<file path="config.mk">
export PLATFORM = sky130hd
export DESIGN_NAME = spu_evt_monitor
export DESIGN_NICKNAME = d
export VERILOG_FILES = /design/src/rtl/spu_evt_monitor.sv
export SDC_FILE = /design/constraint.sdc
export NUM_CORES = 1
export LEC_CHECK = 0
export CORE_ASPECT_RATIO = 0.9
export CORE_UTILIZATION = 52
export CTS_CLUSTER_SIZE = 16
export DETAILED_ROUTE_END_ITERATION = 8
export GPL_TIMING_DRIVEN = 1
export PLACE_DENSITY = 0.88
export SLEW_MARGIN = 20
export SYNTH_ARGS = -nofsm -noshare
export SYNTH_HDL_FRONTEND = slang
export SYNTH_SLANG_ARGS = --single-unit
</file>
<file path="constraint.sdc">
create_clock -name clk_i -period 6 [get_ports clk_i]
set_input_delay 1.2 -clock clk_i [delete_from_list [all_inputs] [get_ports clk_i]]
set_output_delay 1.2 -clock clk_i [all_outputs]
set_load 0.01 [all_outputs]
</file>
<file path="src/rtl/spu_evt_monitor.sv">
// spu_evt_monitor: receiving end of the SPU event interface. Filters core
// events by privilege and ASID, counts them per line over a programmable
// cycle window, and raises a latched alert when a line reaches its threshold.
//
// Optional feature macro: SPU_EVT_OVF_STICKY_EN
//   defined   -> ovf_o[k] is a sticky saturation flag and forces hit[k]
//   undefined -> ovf_o is tied to 0
//
// Ports:
//   clk_i, rst_ni          clock, asynchronous active-low reset
//   e_id_i                 per-line event pulses
//   e_info_i               {priv[1:0], asid}
//   s_id_i                 source id, only 0 is counted
//   enable_i               monitor enable
//   priv_en_i              privilege filter {U, S, M}
//   asid_match_en_i/asid_i ASID filter
//   window_i               window length in cycles (0 = do not start)
//   thresh_i               per-line thresholds (0 = line disabled)
//   alert_ack_i            alert acknowledge
//   alert_o, alert_vec_o   pending alert and lines that hit
//   cnt_o                  live counters
//   state_o                00 IDLE, 01 COUNT, 10 ALERT
//   ovf_o                  sticky saturation flags
module spu_evt_monitor #(
    parameter int ASID_WIDTH = 16,
    parameter int NUM_EVT    = 4,
    parameter int CNT_WIDTH  = 16,
    parameter int WIN_WIDTH  = 24
) (
    input  logic                           clk_i,
    input  logic                           rst_ni,
    input  logic [NUM_EVT-1:0]             e_id_i,
    input  logic [ASID_WIDTH+1:0]          e_info_i,
    input  logic                           s_id_i,
    input  logic                           enable_i,
    input  logic [2:0]                     priv_en_i,
    input  logic                           asid_match_en_i,
    input  logic [ASID_WIDTH-1:0]          asid_i,
    input  logic [WIN_WIDTH-1:0]           window_i,
    input  logic [NUM_EVT*CNT_WIDTH-1:0]   thresh_i,
    input  logic                           alert_ack_i,
    output logic                           alert_o,
    output logic [NUM_EVT-1:0]             alert_vec_o,
    output logic [NUM_EVT*CNT_WIDTH-1:0]   cnt_o,
    output logic [1:0]                     state_o,
    output logic [NUM_EVT-1:0]             ovf_o
);

    typedef enum logic [1:0] {
        IDLE  = 2'b00,
        COUNT = 2'b01,
        ALERT = 2'b10
    } state_e;

    localparam logic [CNT_WIDTH-1:0] CNT_MAX = '1;
    localparam logic [CNT_WIDTH-1:0] CNT_ONE = {{(CNT_WIDTH-1){1'b0}}, 1'b1};
    localparam logic [WIN_WIDTH-1:0] WIN_ONE = {{(WIN_WIDTH-1){1'b0}}, 1'b1};

    state_e                 state_q;
    logic [CNT_WIDTH-1:0]   cnt_q [NUM_EVT];
    logic [CNT_WIDTH-1:0]   cnt_d [NUM_EVT];
    logic [WIN_WIDTH-1:0]   timer_q;
    logic [WIN_WIDTH-1:0]   win_q;
    logic                   alert_q;
    logic [NUM_EVT-1:0]     alert_vec_q;
    logic [NUM_EVT-1:0]     qual;
    logic [NUM_EVT-1:0]     hit;
    logic [1:0]             priv;
    logic [ASID_WIDTH-1:0]  asid;
    logic                   priv_ok;
    logic                   asid_ok;
    logic                   win_end;
    logic                   start_ok;
`ifdef SPU_EVT_OVF_STICKY_EN
    logic [NUM_EVT-1:0]     ovf_q;
    logic [NUM_EVT-1:0]     ovf_d;
`endif

    assign priv = e_info_i[ASID_WIDTH +: 2];
    assign asid = e_info_i[ASID_WIDTH-1:0];

    always_comb begin
        priv_ok = 1'b0;
        unique case (priv)
            2'b01:   priv_ok = priv_en_i[0];
            2'b10:   priv_ok = priv_en_i[1];
            2'b11:   priv_ok = priv_en_i[2];
            default: priv_ok = 1'b0;
        endcase
    end

    assign asid_ok  = !asid_match_en_i || (asid == asid_i);
    assign qual     = e_id_i & {NUM_EVT{priv_ok & asid_ok & !s_id_i}};
    // win_q is never 0 while counting, so win_q-1 cannot underflow.
    assign win_end  = (timer_q == (win_q - WIN_ONE));
    assign start_ok = enable_i && (window_i != '0);

    always_comb begin
`ifdef SPU_EVT_OVF_STICKY_EN
        ovf_d = ovf_q;
`endif
        hit = '0;
        for (int k = 0; k < NUM_EVT; k++) begin
            cnt_d[k] = cnt_q[k];
            if (qual[k]) begin
                if (cnt_q[k] != CNT_MAX) begin
                    cnt_d[k] = cnt_q[k] + CNT_ONE;
                end
`ifdef SPU_EVT_OVF_STICKY_EN
                else begin
                    ovf_d[k] = 1'b1;
                end
`endif
            end
            hit[k] = (thresh_i[k*CNT_WIDTH +: CNT_WIDTH] != '0) &&
                     ((cnt_d[k] >= thresh_i[k*CNT_WIDTH +: CNT_WIDTH])
`ifdef SPU_EVT_OVF_STICKY_EN
                      || ovf_d[k]
`endif
                     );
        end
    end

    always_ff @(posedge clk_i or negedge rst_ni) begin
        if (!rst_ni) begin
            state_q     <= IDLE;
            timer_q     <= '0;
            win_q       <= '0;
            alert_q     <= 1'b0;
            alert_vec_q <= '0;
            for (int k = 0; k < NUM_EVT; k++) cnt_q[k] <= '0;
`ifdef SPU_EVT_OVF_STICKY_EN
            ovf_q       <= '0;
`endif
        end else begin
            unique case (state_q)
                IDLE: begin
                    if (start_ok) begin
                        state_q <= COUNT;
                        timer_q <= '0;
                        win_q   <= window_i;
                        for (int k = 0; k < NUM_EVT; k++) cnt_q[k] <= '0;
`ifdef SPU_EVT_OVF_STICKY_EN
                        ovf_q   <= '0;
`endif
                    end
                end
                COUNT: begin
                    // Disable wins over a coincident window end; counters freeze.
                    if (!enable_i) begin
                        state_q <= IDLE;
                    end else if (win_end && (|hit)) begin
                        state_q     <= ALERT;
                        alert_q     <= 1'b1;
                        alert_vec_q <= hit;
                        for (int k = 0; k < NUM_EVT; k++) cnt_q[k] <= cnt_d[k];
`ifdef SPU_EVT_OVF_STICKY_EN
                        ovf_q       <= ovf_d;
`endif
                    end else if (win_end) begin
                        // Back-to-back window; a zero length stops the monitor.
                        state_q <= (window_i != '0) ? COUNT : IDLE;
                        timer_q <= '0;
                        win_q   <= window_i;
                        for (int k = 0; k < NUM_EVT; k++) cnt_q[k] <= '0;
`ifdef SPU_EVT_OVF_STICKY_EN
                        ovf_q   <= '0;
`endif
                    end else begin
                        timer_q <= timer_q + WIN_ONE;
                        for (int k = 0; k < NUM_EVT; k++) cnt_q[k] <= cnt_d[k];
`ifdef SPU_EVT_OVF_STICKY_EN
                        ovf_q   <= ovf_d;
`endif
                    end
                end
                ALERT: begin
                    if (alert_ack_i) begin
                        alert_q     <= 1'b0;
                        alert_vec_q <= '0;
                        if (start_ok) begin
                            state_q <= COUNT;
                            timer_q <= '0;
                            win_q   <= window_i;
                            for (int k = 0; k < NUM_EVT; k++) cnt_q[k] <= '0;
`ifdef SPU_EVT_OVF_STICKY_EN
                            ovf_q   <= '0;
`endif
                        end else begin
                            state_q <= IDLE;
                        end
                    end
                end
                default: state_q <= IDLE;
            endcase
        end
    end

    for (genvar k = 0; k < NUM_EVT; k++) begin : g_cnt
        assign cnt_o[k*CNT_WIDTH +: CNT_WIDTH] = cnt_q[k];
    end

    assign alert_o     = alert_q;
    assign alert_vec_o = alert_vec_q;
    assign state_o     = state_q;
`ifdef SPU_EVT_OVF_STICKY_EN
    assign ovf_o       = ovf_q;
`else
    assign ovf_o       = '0;
`endif

endmodule

</file>
==> out/metrics.csv, run 1 <==
stage,metric,value,unit
synth,synth-seq-cells,119,
critical_path,cpMaxStageDelayCell,or4_4,
clock_network,clk_latency,0.42,ns
clock_network,cts_buffer_depth,2,
sta,hold_violations,0,
layout,stdcell_area,13100,sq um
floorplan,core,17800,sq um
clock_network,clkSinkCount,119,
sta,slew_violations,0,
floorplan,initial_utilization,53.7,%
synth,async_flop_share,100,%
layout,n_antenna_cell,0,
hold_path,min_path_type,reg2reg,
synth,postSynthAreaPerCell,8.43,sq um
detailed_routing,drt_iter0_markers,981,
floorplan,num_rows,46,
layout,fin_nets,1588,
power_and_ir_drop,pwr-share-seq,37.6,%
clock_network,h-tree-depth,4,
synth,synth_top_area_share,31.1,%
sta,max_freq,0.169,GHz
synth,synth.distinct_cells,69,
floorplan,fp.dieH,131,um
place,dpl_cell_area,12300,sq um
sta,tightest_slew,0.942,ns
global_routing,grt-ovfl-total,0,
sta,timing.final.crit_share,98.9,%
synth,syn-cell-area,9590,sq um
critical_path,cp.arrival,6.24,ns
critical_path,required,6.31,ns
layout,syn_to_final_growth,36.3,%
global_routing,grt_pass1_vias,9710,
clock_network,root_buffer,clkbuf_16,
sta,skew,0.0111,ns
layout,layout-drive-gt1-share,13.5,%
power_and_ir_drop,p_per_area,200,nW/um^2
synth,synthTopCellsByCount,"dfrtp_1, nand2_1, inv_1",
detailed_routing,vias_per_cell,6.15,
power_and_ir_drop,vdd_drop_max,0.000187,V
power_and_ir_drop,p_sw,0.785,mW
power_and_ir_drop,p_sw_share,30.0,%
detailed_routing,ant_nets,0,
critical_path,cp_max_fo,12,
synth,synth_edf_count,0,
critical_path,path_cells,clkdlybuf4s50_1 > xnor2_1 > nand4_1 > o41ai_4 > and3_4 > buf_4 > o31ai_1 > nor4_1 > xor2_1 > ha_1 > a21oi_1 > nor2_1 > a2111oi_2 > a21oi_2 > or4_4 > o21a_1 > nor2_4 > clkbuf_16 > mux2_2,
sta,period_needed,5.93,ns
power_and_ir_drop,p_clk_share,41.4,%
floorplan,die_area,19000,sq um
synth,ys_warn_count,0,
synth,ys.flop_type,dfrtp_1,
power_and_ir_drop,comb_power_share,21.0,%
floorplan,die_w,145,um
detailed_routing,routed_wl,30.1,mm
synth,synth_seq_area_share,31.1,%
place,gp_congestion,0.970,
flow_run,cap_violations,0,
clock_network,numCtsBuffers,17,
place,dp_hpwl,21.7,mm
detailed_routing,vias,10100,
detailed_routing,wl_per_cell,18.4,um
global_routing,antenna_found_initial,0,
synth,syn_inst,1138,
power_and_ir_drop,p_int,1.83,mW
critical_path,endpoint_kind,flop,
sta,slew_headroom,37.2,%
global_routing,grt_max_degree,70,
sta,finalSetupViolations,0,
floorplan,io_pins,210,
global_routing,grt_usage,31.4,%
layout,fillCellCount,1278,
synth,synth_area_leaders,"dfrtp_1, ha_1, xnor2_1",
status,status,"complete, no violations",
power_and_ir_drop,leakage,5.77,nW
synth,yosysTopAreaCell,dfrtp_1,
critical_path,path_class,in2reg,
clock_network,cts_tree,done,
detailed_routing,dr.pass1.iters,6,
clock_network,clk_pin_slew,0.06,ns
critical_path,slowest_delay,0.56,ns
power_and_ir_drop,power.total,2.62,mW
global_routing,grt_pass1_wl,48.0,mm
sta,finalSetupTns,0,ns
layout,final_util,73.3,%
clock_network,postCtsHoldBufs,0,
critical_path,start_kind,input port,
synth,yosysMostFrequentCell,dfrtp_1,
detailed_routing,drc,0,
place,port_buffers,205,
-- power by group through the flow --
| stage | logic, mW | registers (mW) | clock network, mW |
|---|---|---|---|
| after floorplan | 0.354 | 0.937 | 0 |
| after global placement | 0.500 | 0.988 | 0 |
| after detailed placement | 0.523 | 0.992 | 0 |
| after CTS | 0.533 | 0.980 | 1.08 |
| after global routing | 0.597 | 0.996 | 1.13 |
| final | 0.549 | 0.984 | 1.09 |
-- cells by family (layout without fill, tap and decap cells) --
kind of cell               after synthesis  in the layout  synth area share, %
muxes                                   42             42                 4.89
xor gates and xnor gates                77             77                 7.03
other                                    1              4               0.0391
adders and majority gates               70             70                 9.13
and+or+nand+nor                        448            448                 24.6
AOI/OAI and AO/OA                      239            239                 17.1
DFF                                    119            119                 31.1
buffers and inverters                  142            397                 6.13
-- what timing repair did --
item                       4_1_cts  5_1_grt
setup endpoints to repair       89       89
setup buffers                    0        1
pin swaps                        1       11
gates resized for setup          7       31
gates cloned                     0        1
-- through the flow --
stage / worst slack (ns) / hold slack (ns) / cells
after CTS: 0.0408 / 0.521 / 1634
after floorplan: 0.436 / 0.501 / 1141
after global routing: -0.0896 / 0.557 / 1636
after global placement: -0.445 / 0.503 / 1602
after detailed placement: -0.641 / 0.508 / 1602
final: 0.0672 / 0.525 / 1636
-- per-layer routing --
metal  GRT usage, %  vias up  part of all wire [%]
met5              0        -                     0
met4           14.0        0                   3.4
met3           5.63       82                   8.5
met2           51.2      562                    46
met1           41.3     4763                    42
li1               -     4653                     -
-- registers in the layout, indices dropped and copies added (netlist names) --
| register | count |
|---|---|
| cnt_o | 64 |
| timer_q | 24 |
| win_q | 24 |
| alert_vec_o | 4 |
| state_o | 2 |
| alert_o | 1 |
-- worst paths after layout --
kind / cells past startpoint / startpoint / slack, ns / to
max: 19 / e_info_i[6] / 0.07 / win_q[8]$_DFFE_PN0P_
min: 1 / alert_o$_DFFE_PN0P_ / 0.53 / alert_o$_DFFE_PN0P_
max reg2reg: 18 / cnt_o[51]$_DFFE_PN0P_ / 0.77 / win_q[8]$_DFFE_PN0P_
min reg2reg: 1 / alert_o$_DFFE_PN0P_ / 0.53 / alert_o$_DFFE_PN0P_
max in group asynchronous: 2 / rst_ni / 3.85 / alert_vec_o[0]$_DFFE_PN0P_
min in group asynchronous: 1 / rst_ni / 0.91 / win_q[5]$_DFFE_PN0P_
-- layout by cell type, fill, tap and decap left out, types with 5 or more instances in the layout --
cell | netlist | layout
a22o_1 | 35 | 35
and3_1 | 15 | 13
mux2_2 | 36 | 36
buf_4 | 6 | 69
a21oi_2 | 0 | 5
or4_1 | 6 | 5
nand2_1 | 105 | 105
nor2_1 | 47 | 47
clkdlybuf4s50_1 | 0 | 204
nand3_1 | 76 | 76
or3_1 | 23 | 23
nand4_1 | 36 | 36
o311ai_0 | 16 | 16
nor3_1 | 32 | 29
and4_1 | 5 | 5
nor3b_1 | 5 | 5
and2_1 | 11 | 11
o21ai_0 | 52 | 47
a31oi_1 | 10 | 9
ha_1 | 70 | 70
inv_1 | 87 | 87
xor2_1 | 25 | 25
clkbuf_16 | 0 | 18
nand2b_1 | 19 | 19
a21oi_1 | 56 | 51
o31a_1 | 5 | 5
dfrtp_1 | 119 | 119
or2_2 | 12 | 12
nor4_1 | 38 | 38
xnor2_1 | 52 | 50
a21o_1 | 22 | 21
-- layout make-up --
| class | count | area (sq um) | area share (%) |
|---|---|---|---|
| clock buffers | 19 | 433 | 3.31 |
| clock inverters | 13 | 179 | 1.37 |
| well taps | 240 | 300 | 2.30 |
| repair buffers | 278 | 2670 | 20.4 |
| multi-input cells | 880 | 6190 | 47.3 |
| flip-flops and latches | 119 | 2980 | 22.8 |
| inverters | 87 | 327 | 2.50 |
-- critical path, delay by kind of cell --
family | cells | cell delay (ns)
simple gates | 6 | 1.67
compound gates | 6 | 1.48
buf+inv | 3 | 0.82
xor+xnor | 2 | 0.41
mux | 1 | 0.33
fa+ha+maj | 1 | 0.31
Note: power is estimated with default switching activity, not from simulation.
==> inputs of run 2 (changes only) <==
--- a/config.mk
+++ b/config.mk
@@ -7,6 +7,7 @@
 export LEC_CHECK = 0
 export CORE_ASPECT_RATIO = 0.9
 export CORE_UTILIZATION = 52
+export CTS_CLUSTER_DIAMETER = 150
 export CTS_CLUSTER_SIZE = 16
 export DETAILED_ROUTE_END_ITERATION = 8
 export GPL_TIMING_DRIVEN = 1
==> results of run 2 <==
The final DEF is identical to that of run 1; final timing and power are the same.
